$ cat src/rtl/uart_pkg.sv
// Shared UART definitions: the byte width and the RX capture-state encoding.
// Latency: none (types and constants only).
// Backpressure: not applicable.
package uart_pkg;

    localparam int UART_BYTE_W = 8;

    typedef enum logic [1:0] {
        RXF_IDLE = 2'd0,
        RXF_CLR  = 2'd1,
        RXF_WAIT = 2'd2
    } rxf_state_e;

endpackage

$ cat src/rtl/uart_fifo_ram.sv
// Register-array dual-port RAM: one synchronous write port, one asynchronous read port.
// Latency: a write lands on the clock edge; the read is combinational from the address.
// Backpressure: none; the caller owns all occupancy bookkeeping.
module uart_fifo_ram
    import uart_pkg::*;
#(
    parameter int DEPTH_LOG2 = 4,
    parameter int WIDTH      = UART_BYTE_W
) (
    input  logic                  clk,
    input  logic                  wr_en,
    input  logic [DEPTH_LOG2-1:0] wr_addr,
    input  logic [WIDTH-1:0]      wr_data,
    input  logic [DEPTH_LOG2-1:0] rd_addr,
    output logic [WIDTH-1:0]      rd_data
);

    // Contents are intentionally not reset; occupancy tracking masks stale entries.
    logic [WIDTH-1:0] mem [2**DEPTH_LOG2];

    // Synchronous write port.
    always_ff @(posedge clk) begin
        if (wr_en) begin
            mem[wr_addr] <= wr_data;
        end
    end

    assign rd_data = mem[rd_addr];

endmodule

$ cat src/rtl/uart_rx_fifo.sv
// UART receive buffer: captures flagged receiver bytes into a FWFT FIFO for the CPU.
// Latency: byte sampled in cycle N is visible on rd_data/count in N+1 with rx_rdy_clr in N+1.
// Backpressure: when full the byte is left unacknowledged in the receiver (or dropped and flagged with UART_RX_FIFO_OVERRUN_EN).
module uart_rx_fifo
    import uart_pkg::*;
#(
    parameter int DEPTH_LOG2 = 4
) (
    input  logic                   clk,
    input  logic                   rst_n,
    input  logic                   rx_rdy,
    input  logic [UART_BYTE_W-1:0] rx_data,
    output logic                   rx_rdy_clr,
    input  logic                   rd_en,
    output logic [UART_BYTE_W-1:0] rd_data,
    output logic                   empty,
    output logic                   full,
`ifdef UART_RX_FIFO_OVERRUN_EN
    output logic                   overrun,
    input  logic                   ovr_clr,
`endif
    output logic [DEPTH_LOG2:0]    count
);

    localparam int                    DEPTH    = 1 << DEPTH_LOG2;
    localparam logic [DEPTH_LOG2:0]   CNT_FULL = (DEPTH_LOG2+1)'(DEPTH);
    localparam logic [DEPTH_LOG2:0]   CNT_ONE  = (DEPTH_LOG2+1)'(1);
    localparam logic [DEPTH_LOG2-1:0] PTR_ONE  = DEPTH_LOG2'(1);

    rxf_state_e             state_q;
    rxf_state_e             state_d;
    logic [DEPTH_LOG2-1:0]  wr_ptr_q;
    logic [DEPTH_LOG2-1:0]  rd_ptr_q;
    logic [DEPTH_LOG2:0]    count_q;
    logic                   wr_go;
    logic                   pop_go;
    logic [UART_BYTE_W-1:0] ram_rd_data;
`ifdef UART_RX_FIFO_OVERRUN_EN
    logic                   drop_go;
    logic                   overrun_q;
`endif

    // Flags decode from the occupancy register only, so no input reaches them combinationally.
    assign empty      = (count_q == '0);
    assign full       = (count_q == CNT_FULL);
    assign count      = count_q;
    assign rx_rdy_clr = (state_q == RXF_CLR);
    assign pop_go     = rd_en && !empty;
    assign rd_data    = empty ? '0 : ram_rd_data;

    // Capture decision and next state; full is judged before any same-cycle pop.
    always_comb begin
        state_d = state_q;
        wr_go   = 1'b0;
`ifdef UART_RX_FIFO_OVERRUN_EN
        drop_go = 1'b0;
`endif
        case (state_q)
            RXF_IDLE: begin
                if (rx_rdy) begin
                    if (!full) begin
                        wr_go   = 1'b1;
                        state_d = RXF_CLR;
                    end
`ifdef UART_RX_FIFO_OVERRUN_EN
                    else begin
                        drop_go = 1'b1;
                        state_d = RXF_CLR;
                    end
`endif
                end
            end
            RXF_CLR:  state_d = RXF_WAIT;
            RXF_WAIT: if (!rx_rdy) state_d = RXF_IDLE;
            default:  state_d = RXF_IDLE;
        endcase
    end

    // Capture state register.
    always_ff @(posedge clk or negedge rst_n) begin
        if (!rst_n) begin
            state_q <= RXF_IDLE;
        end else begin
            state_q <= state_d;
        end
    end

    // Pointers wrap naturally; count holds on a simultaneous write and pop.
    always_ff @(posedge clk or negedge rst_n) begin
        if (!rst_n) begin
            wr_ptr_q <= '0;
            rd_ptr_q <= '0;
            count_q  <= '0;
        end else begin
            if (wr_go)  wr_ptr_q <= wr_ptr_q + PTR_ONE;
            if (pop_go) rd_ptr_q <= rd_ptr_q + PTR_ONE;
            case ({wr_go, pop_go})
                2'b10:   count_q <= count_q + CNT_ONE;
                2'b01:   count_q <= count_q - CNT_ONE;
                default: count_q <= count_q;
            endcase
        end
    end

`ifdef UART_RX_FIFO_OVERRUN_EN
    // Sticky dropped-byte flag; a drop in the same cycle as a clear keeps it set.
    always_ff @(posedge clk or negedge rst_n) begin
        if (!rst_n) begin
            overrun_q <= 1'b0;
        end else if (drop_go) begin
            overrun_q <= 1'b1;
        end else if (ovr_clr) begin
            overrun_q <= 1'b0;
        end
    end

    assign overrun = overrun_q;
`endif

    uart_fifo_ram #(
        .DEPTH_LOG2 (DEPTH_LOG2),
        .WIDTH      (UART_BYTE_W)
    ) u_ram (
        .clk     (clk),
        .wr_en   (wr_go),
        .wr_addr (wr_ptr_q),
        .wr_data (rx_data),
        .rd_addr (rd_ptr_q),
        .rd_data (ram_rd_data)
    );

endmodule
$ cat config.mk
export PLATFORM = sky130hd
export DESIGN_NAME = uart_rx_fifo
export DESIGN_NICKNAME = d
export VERILOG_FILES = /design/src/rtl/uart_pkg.sv /design/src/rtl/uart_fifo_ram.sv /design/src/rtl/uart_rx_fifo.sv
export SDC_FILE = /design/constraint.sdc
export NUM_CORES = 1
export LEC_CHECK = 0
export ABC_CLOCK_PERIOD_IN_PS = 2500
export CORE_UTILIZATION = 42
export DETAILED_ROUTE_END_ITERATION = 6
export PLACE_DENSITY = 0.63
export SLEW_MARGIN = 15
export SYNTH_ARGS = -nofsm -noshare
export SYNTH_HDL_FRONTEND = slang
export SYNTH_SLANG_ARGS = --single-unit
$ cat constraint.sdc
create_clock -name clk -period 2.5 [get_ports clk]
set_input_delay 0.375 -clock clk [delete_from_list [all_inputs] [get_ports clk]]
set_output_delay 0.375 -clock clk [all_outputs]
set_load 0.01 [all_outputs]
Word level (Yosys, flattened, before mapping)

Memory sizes are Yosys's and may differ from the RTL's.
Index checks and enable logic that the tools add are counted.

Flip-flop bits (word level): 15
Latch bits: 0
Bits in writable memories: 128
ROM bits: 0
Input bits: 12
Memories kept: 1

Memories:

| name      | depth | width | read ports | clocked after memory_dff | wr ports | RTL line            | RTL |
|---|---|---|---|---|---|---|---|
| u_ram.mem | 16    | 8     | 1          | 0                        | 1        | uart_fifo_ram.sv:19 | `logic [WIDTH-1:0] mem [2**DEPTH_LOG2];` |

Add/subtract/negate cells: 4
$mul: 0
Divide/modulo/power cells: 0
Magnitude comparators: 0
Eq/ne operators: 8
Shifts and indexed selects: 0
Multiplexer cells: 11
Bitwise gates (word level): 0
Reductions and logical operators: 6

Operators by type and width:

| cell                  | number |
|---|---|
| $pmux W5 S2           | 1 |
| $add A4 B1 Y4 const B | 2 |
| $mux W8               | 1 |
| $mux W2               | 3 |
| $ne A2 B2 Y1 const B  | 3 |
| $pmux W2 S3           | 1 |
| $add A5 B1 Y5 const B | 1 |
| $eq A5 B5 Y1 const B  | 1 |
| $logic_not A5 Y1      | 1 |
| $mux W1               | 5 |
| $sub A5 B1 Y5 const B | 1 |
| $eq A2 B1 Y1 const B  | 2 |
| $eq A2 B2 Y1 const B  | 2 |
| $reduce_and A3 Y1     | 1 |
| $logic_not A2 Y1      | 1 |
| $reduce_bool A2 Y1    | 1 |
| $logic_and A1 B1 Y1   | 1 |
| $logic_not A1 Y1      | 1 |

Depth between registers and ports, before layout

Depth after elaboration: 6
Mapped depth: 13
Mapped depth without buffers: 11

Cells and area by module

From an unflattened synthesis, not the netlist that was laid out.

Cell total of the unflattened synthesis: 307
Area total of the unflattened synthesis: 5941.9 um^2

By module, submodules not included:

| module        | instances | cells an instance | area an instance (um^2) | seq. area each (um^2) |
|---|---|---|---|---|
| uart_fifo_ram | 1         | 221               | 4987.3                  | 3843.7 |
| uart_rx_fifo  | 1         | 86                | 954.7                   | 375.4 |

Worst setup path before layout

Ideal clock, no wire load.

Path type: register to register
Start: reg count_q[1] (netlist: count[1])
End: reg count_q[2] (netlist: count[2])
Arrival time: 2505 ps
Setup slack: -128 ps
Stages on the path, launching flop included: 14
Buffers on the path: 2
Period minus slack after synthesis: 2628 ps
Path through: dfrtp_1 -> buf_2 -> nor4_2 -> nand2b_1 -> nand2_1 -> inv_1 -> ha_1 -> clkbuf_1 -> xor2_1 -> ha_1 -> a21oi_1 -> xor2_1 -> nor2_1 -> xnor2_1

Elaborated cells on any way between the ends: 13
Classes of those cells: 2 x add/sub; 3 x eq/ne; 4 x mux; 4 x reduce/logical

RTL lines:

| element                                           | RTL line            | RTL |
|---|---|---|
| start, declared                                   | uart_rx_fifo.sv:34  | `logic [DEPTH_LOG2:0] count_q;` |
| start signal, assigned                            | uart_rx_fifo.sv:98  | `2'b10: count_q <= count_q + CNT_ONE;` |
| start signal, assigned                            | uart_rx_fifo.sv:99  | `2'b01: count_q <= count_q - CNT_ONE;` |
| start signal, assigned                            | uart_rx_fifo.sv:100 | `default: count_q <= count_q;` |
| $logic_not A5 Y1 (*)                              | uart_rx_fifo.sv:44  | `assign empty = (count_q == '0);` |
| $logic_not A1 Y1 (*)                              | uart_rx_fifo.sv:48  | `assign pop_go = rd_en && !empty;` |
| $logic_and A1 B1 Y1 (*)                           | uart_rx_fifo.sv:48  |  |
| named net pop_go                                  | uart_rx_fifo.sv:36  | `logic pop_go;` |
| $eq A2 B1 Y1 or $eq A2 B2 Y1 (tied branches)      | uart_rx_fifo.sv:97  | `case ({wr_go, pop_go})` |
| $pmux W5 S2 or $reduce_bool A2 Y1 (tied branches) | --                  |  |

The timed path passes the listed nets; every way through them passes the cells marked *.
A chain may end at the register's enable or synchronous reset.

Worst setup path in the final report

Start: reg rd_ptr_q[0]
End: out rd_data[2]

Cells in the longest elaborated chain, start to end: 2

RTL lines:

| element                | RTL line           | RTL |
|---|---|---|
| start, declared        | uart_rx_fifo.sv:33 | `logic [DEPTH_LOG2-1:0] rd_ptr_q;` |
| start signal, assigned | uart_rx_fifo.sv:96 | `if (pop_go) rd_ptr_q <= rd_ptr_q + PTR_ONE;` |
| $mem_v2 Z16 W8         | --                 |  |
| $mux W8                | uart_rx_fifo.sv:49 | `assign rd_data = empty ? '0 : ram_rd_data;` |
| end, declared          | uart_rx_fifo.sv:15 | `output logic [UART_BYTE_W-1:0] rd_data,` |

Every way passes these cells.

==> summary.md <==
| Metric | Value |
|---|---|
| Worst min-delay path class | input pin to async pin |
| Largest net degree at the start of global routing | 28 |
| Crit path max fanout | 5 |
| Filler instances | about 1100 |
| Placed cell count | 529 |
| IO buf count | 27 |
| Post-DRT Antenna Nets | 0 |
| Max-cap violation count | 0 |
| Cell mode on critical path | buf_4 |
| CP Cell Sequence | buf_4 > buf_16 > buf_4 > mux4_2 > mux2i_4 > a21oi_1 > buf_2 |
| Synth Instances | between 300 and 400 |
| Failing checks | negative setup slack |
| Slew @ Worst Pin | 0.7809 ns |
| Non-Filler Instances | between 500 and 600 |
| Num CTS Buffers | 17 |
| CTS tree | built |
| Max VDD drop | slightly below 0.6 mV |
| H-tree depth | 4 |
| Tmin final | 2.586 ns |
| Final WL | 11840 µm |
| PnR worst setup slack | -0.08582 ns |
| Drt first pass iters | 4 |
| Post-Place Worst Slack | -0.05283 ns |
| Clock tree buffer depth | 2 |
| Kind of critical path | register to output port |
| Worst-path clk slew | approximately 0.060 ns |
| Clock Sinks | approximately 140 |
| CP peak stage delay | approximately 0.52 ns |
| Worst path required time | around 2.1 ns |
| WP data arrival | roughly 2.2 ns |
| Global-route wire length before repair | between 15000 and 20000 µm |
| Die ar. | 0.01470 mm² |
| IO Pins | 28 |
| CP Launch Type | register |
| Status | complete, but fails checks |
| # DRC | 0 |
| Worst-case hold slack | slightly above 0.4 ns |
| Ys flop type | edfxtp_1 |
| Initial antenna violation count | 0 |
| Part of the Yosys area used for sequential elements | 0.7066 |
| Worst Skew | approximately 0.007 ns |
| Synth unique cells | 39 |
| Post-Syn Area per Cell | approximately 20 µm² |
| Power Density | about 1200 mW/mm² |
| Starting Density | 0.4301 |
| GRT Util Overall | 0.1739 |
| Setup TNS | -0.4384 ns |
| Flops & latches, synth | between 100 and 150 |
| Ant. Diodes | 0 |
| Die H | 121.2 µm |
| Warnings from Yosys | 0 |
| Vias per cell | ~5.4 |
| P_leak | ~0.0026 µW |
| Final setup fails | 8 |
| Final slew viol count | 0 |
| Post-Syn Area | 0.005971 mm² |
| Starting DRT DRC Count | 262 |
| Clock latency on the worst-skew pair | about 0.42 ns |
| Grt ovf | 0 |
| Rel. slew slack | 0.4778 |
| Vias | between 3000 and 4000 |
| Final Hold Viols | 0 |
| Nets | a little under 400 |
| Fraction of layout cells with a size suffix above 1 | 0.3568 |
| Clock Root Buffer | clkbuf_16 |
| Routability Congestion | ~0.79 |
| FP Rows | between 40 and 50 |
| Core Area | approximately 0.014 mm² |
| Tcrit/Tclk final | 1.034 |
| Critical path's slowest cell | mux4_2 |
| Asr flop ratio synth | 0.1049 |
| Crit end category | output port |
| Vias in the first global route | 3019 |
| Fmax | 386.7 MHz |
| WL/cell | 21.00 µm |
| Chip Width | roughly 120 µm |
| Final HPWL DP | between 7000 and 8000 µm |
| P&R area growth vs syn | 24.08% |
| Syn Nets | between 300 and 400 |
| Unrepaired setup endpoints after global routing | yes |
| Number of enable flip-flop cells after synthesis | between 100 and 150 |
==> layout by cell type (no fill, tap or decap), types with 3 or more instances in the layout <==
cell	instances
a21oi_2	5
mux2_2	3
mux2i_1	5
nor4b_2	4
a21oi_1	8
buf_2	8
inv_6	3
o21ai_2	5
clkbuf_16	18
edfxtp_1	128
xnor2_1	9
buf_12	5
nand3_1	3
nor3b_1	4
buf_4	32
nand2_1	3
mux2_4	7
xor2_1	4
dfrtp_1	14
mux4_2	27
ha_1	7
bufinv_16	3
mux4_1	5
and4_1	4
o21ai_1	3
clkdlybuf4s50_1	18
and2_1	6
inv_1	7
==> report_power, final <==
part           leakage (µW)  switching [µW]  total [µW]  internal, µW
clock network      0.000285             946        2510          1560
registers           0.00133             263        3140          2880
logic              0.000984            1430        3150          1720
==> Yosys cell counts (3+ instances only) <==
cell type | n | area (µm²)
a21oi_1 | 13 | 65.06
and2_1 | 6 | 37.54
and4_1 | 4 | 35.03
buf_2 | 7 | 35.03
clkbuf_1 | 6 | 22.52
dfrtp_1 | 15 | 375.4
edfxtp_1 | 128 | 3844
ha_1 | 8 | 100.1
inv_1 | 7 | 26.28
mux2_2 | 10 | 112.6
mux2i_1 | 8 | 80.08
mux4_1 | 17 | 446.7
mux4_2 | 15 | 337.8
nand2_1 | 4 | 15.01
nand3_1 | 3 | 15.01
nor3b_1 | 4 | 30.03
nor4b_1 | 4 | 35.03
o21ai_1 | 8 | 40.04
xnor2_1 | 9 | 78.83
xor2_1 | 4 | 35.03
==> final timing paths <==
kind | start | end | slack (ns) | depth (start not counted)
max | rd_ptr_q[0] | rd_data[2] | -0.09 | 7
min | rst_n | count[0] | 0.42 | 1
max reg2reg | count[3] | count[4] | 0.19 | 10
min reg2reg | rd_ptr_q[2] | rd_ptr_q[2] | 0.53 | 1
max in group asynchronous | rst_n | rd_ptr_q[0] | 1.55 | 1
min in group clk | rd_ptr_q[2] | rd_ptr_q[2] | 0.53 | 1
==> timing repair <==
action	CTS	global route
hold buffers	0	0
gates resized for setup	52	25
setup buffers	2	0
setup endpoints to repair	8	10
pin swaps	0	1
cloned	2	1
==> logic make-up after synthesis <==
family	share of synthesized area
flip-flops	0.7066
AO/OA/AOI/OAI	0.02787
AND/OR/NAND/NOR	0.04170
adder cells (fa/ha/maj)	0.01677
buffers and inverters	0.02431
XOR/XNOR	0.01907
multiplexers	0.1637
==> metrics by stage <==
step | util | area, µm² | total power, µW
after global routing | 0.5337 | 7408 | 9208
after detailed placement | 0.4834 | 6710 | 6044
after global placement | 0.4834 | 6710 | 6007
after CTS | 0.5307 | 7367 | 8723
after floorplan | - | 5979 | 4925
final | 0.5337 | 7408 | 8801
==> flip-flops by register name, summed over array words and instances, names as in the netlist <==
signal,count
wr_ptr_q,4
state_q,2
count,5
u_ram.mem,128
rd_ptr_q,4
==> routing by layer <==
metal | vias up | global-route usage | part of all wire
met5 | - | 0 | 0
met4 | 0 | 0.06250 | 0.013
met3 | 10 | 0.04605 | 0.045
met2 | 96 | 0.2739 | 0.49
met1 | 1572 | 0.2331 | 0.45
li1 | 1360 | - | -
==> final cells by class <==
| cell class | count | area, µm² | area share |
|---|---|---|---|
| inverter | 7 | 26.28 | 0.003547 |
| sequential | 143 | 4220 | 0.5697 |
| timing repair buffer | 68 | 651.9 | 0.08799 |
| clock buffer | 17 | 425.4 | 0.05742 |
| clock inverter | 14 | 166.4 | 0.02246 |
| multi-input combinational | 135 | 1693 | 0.2285 |
| tap | 180 | 225.2 | 0.03040 |
==> critical path: cells and delay by family, from the launching register on <==
kind | cells | cell delay [ns]
buf+inv | 4 | 0.55
mux | 2 | 0.71
compound gates | 1 | 0.08
flops | 1 | 0.45
No activity file was read; power rests on OpenSTA's default activity.
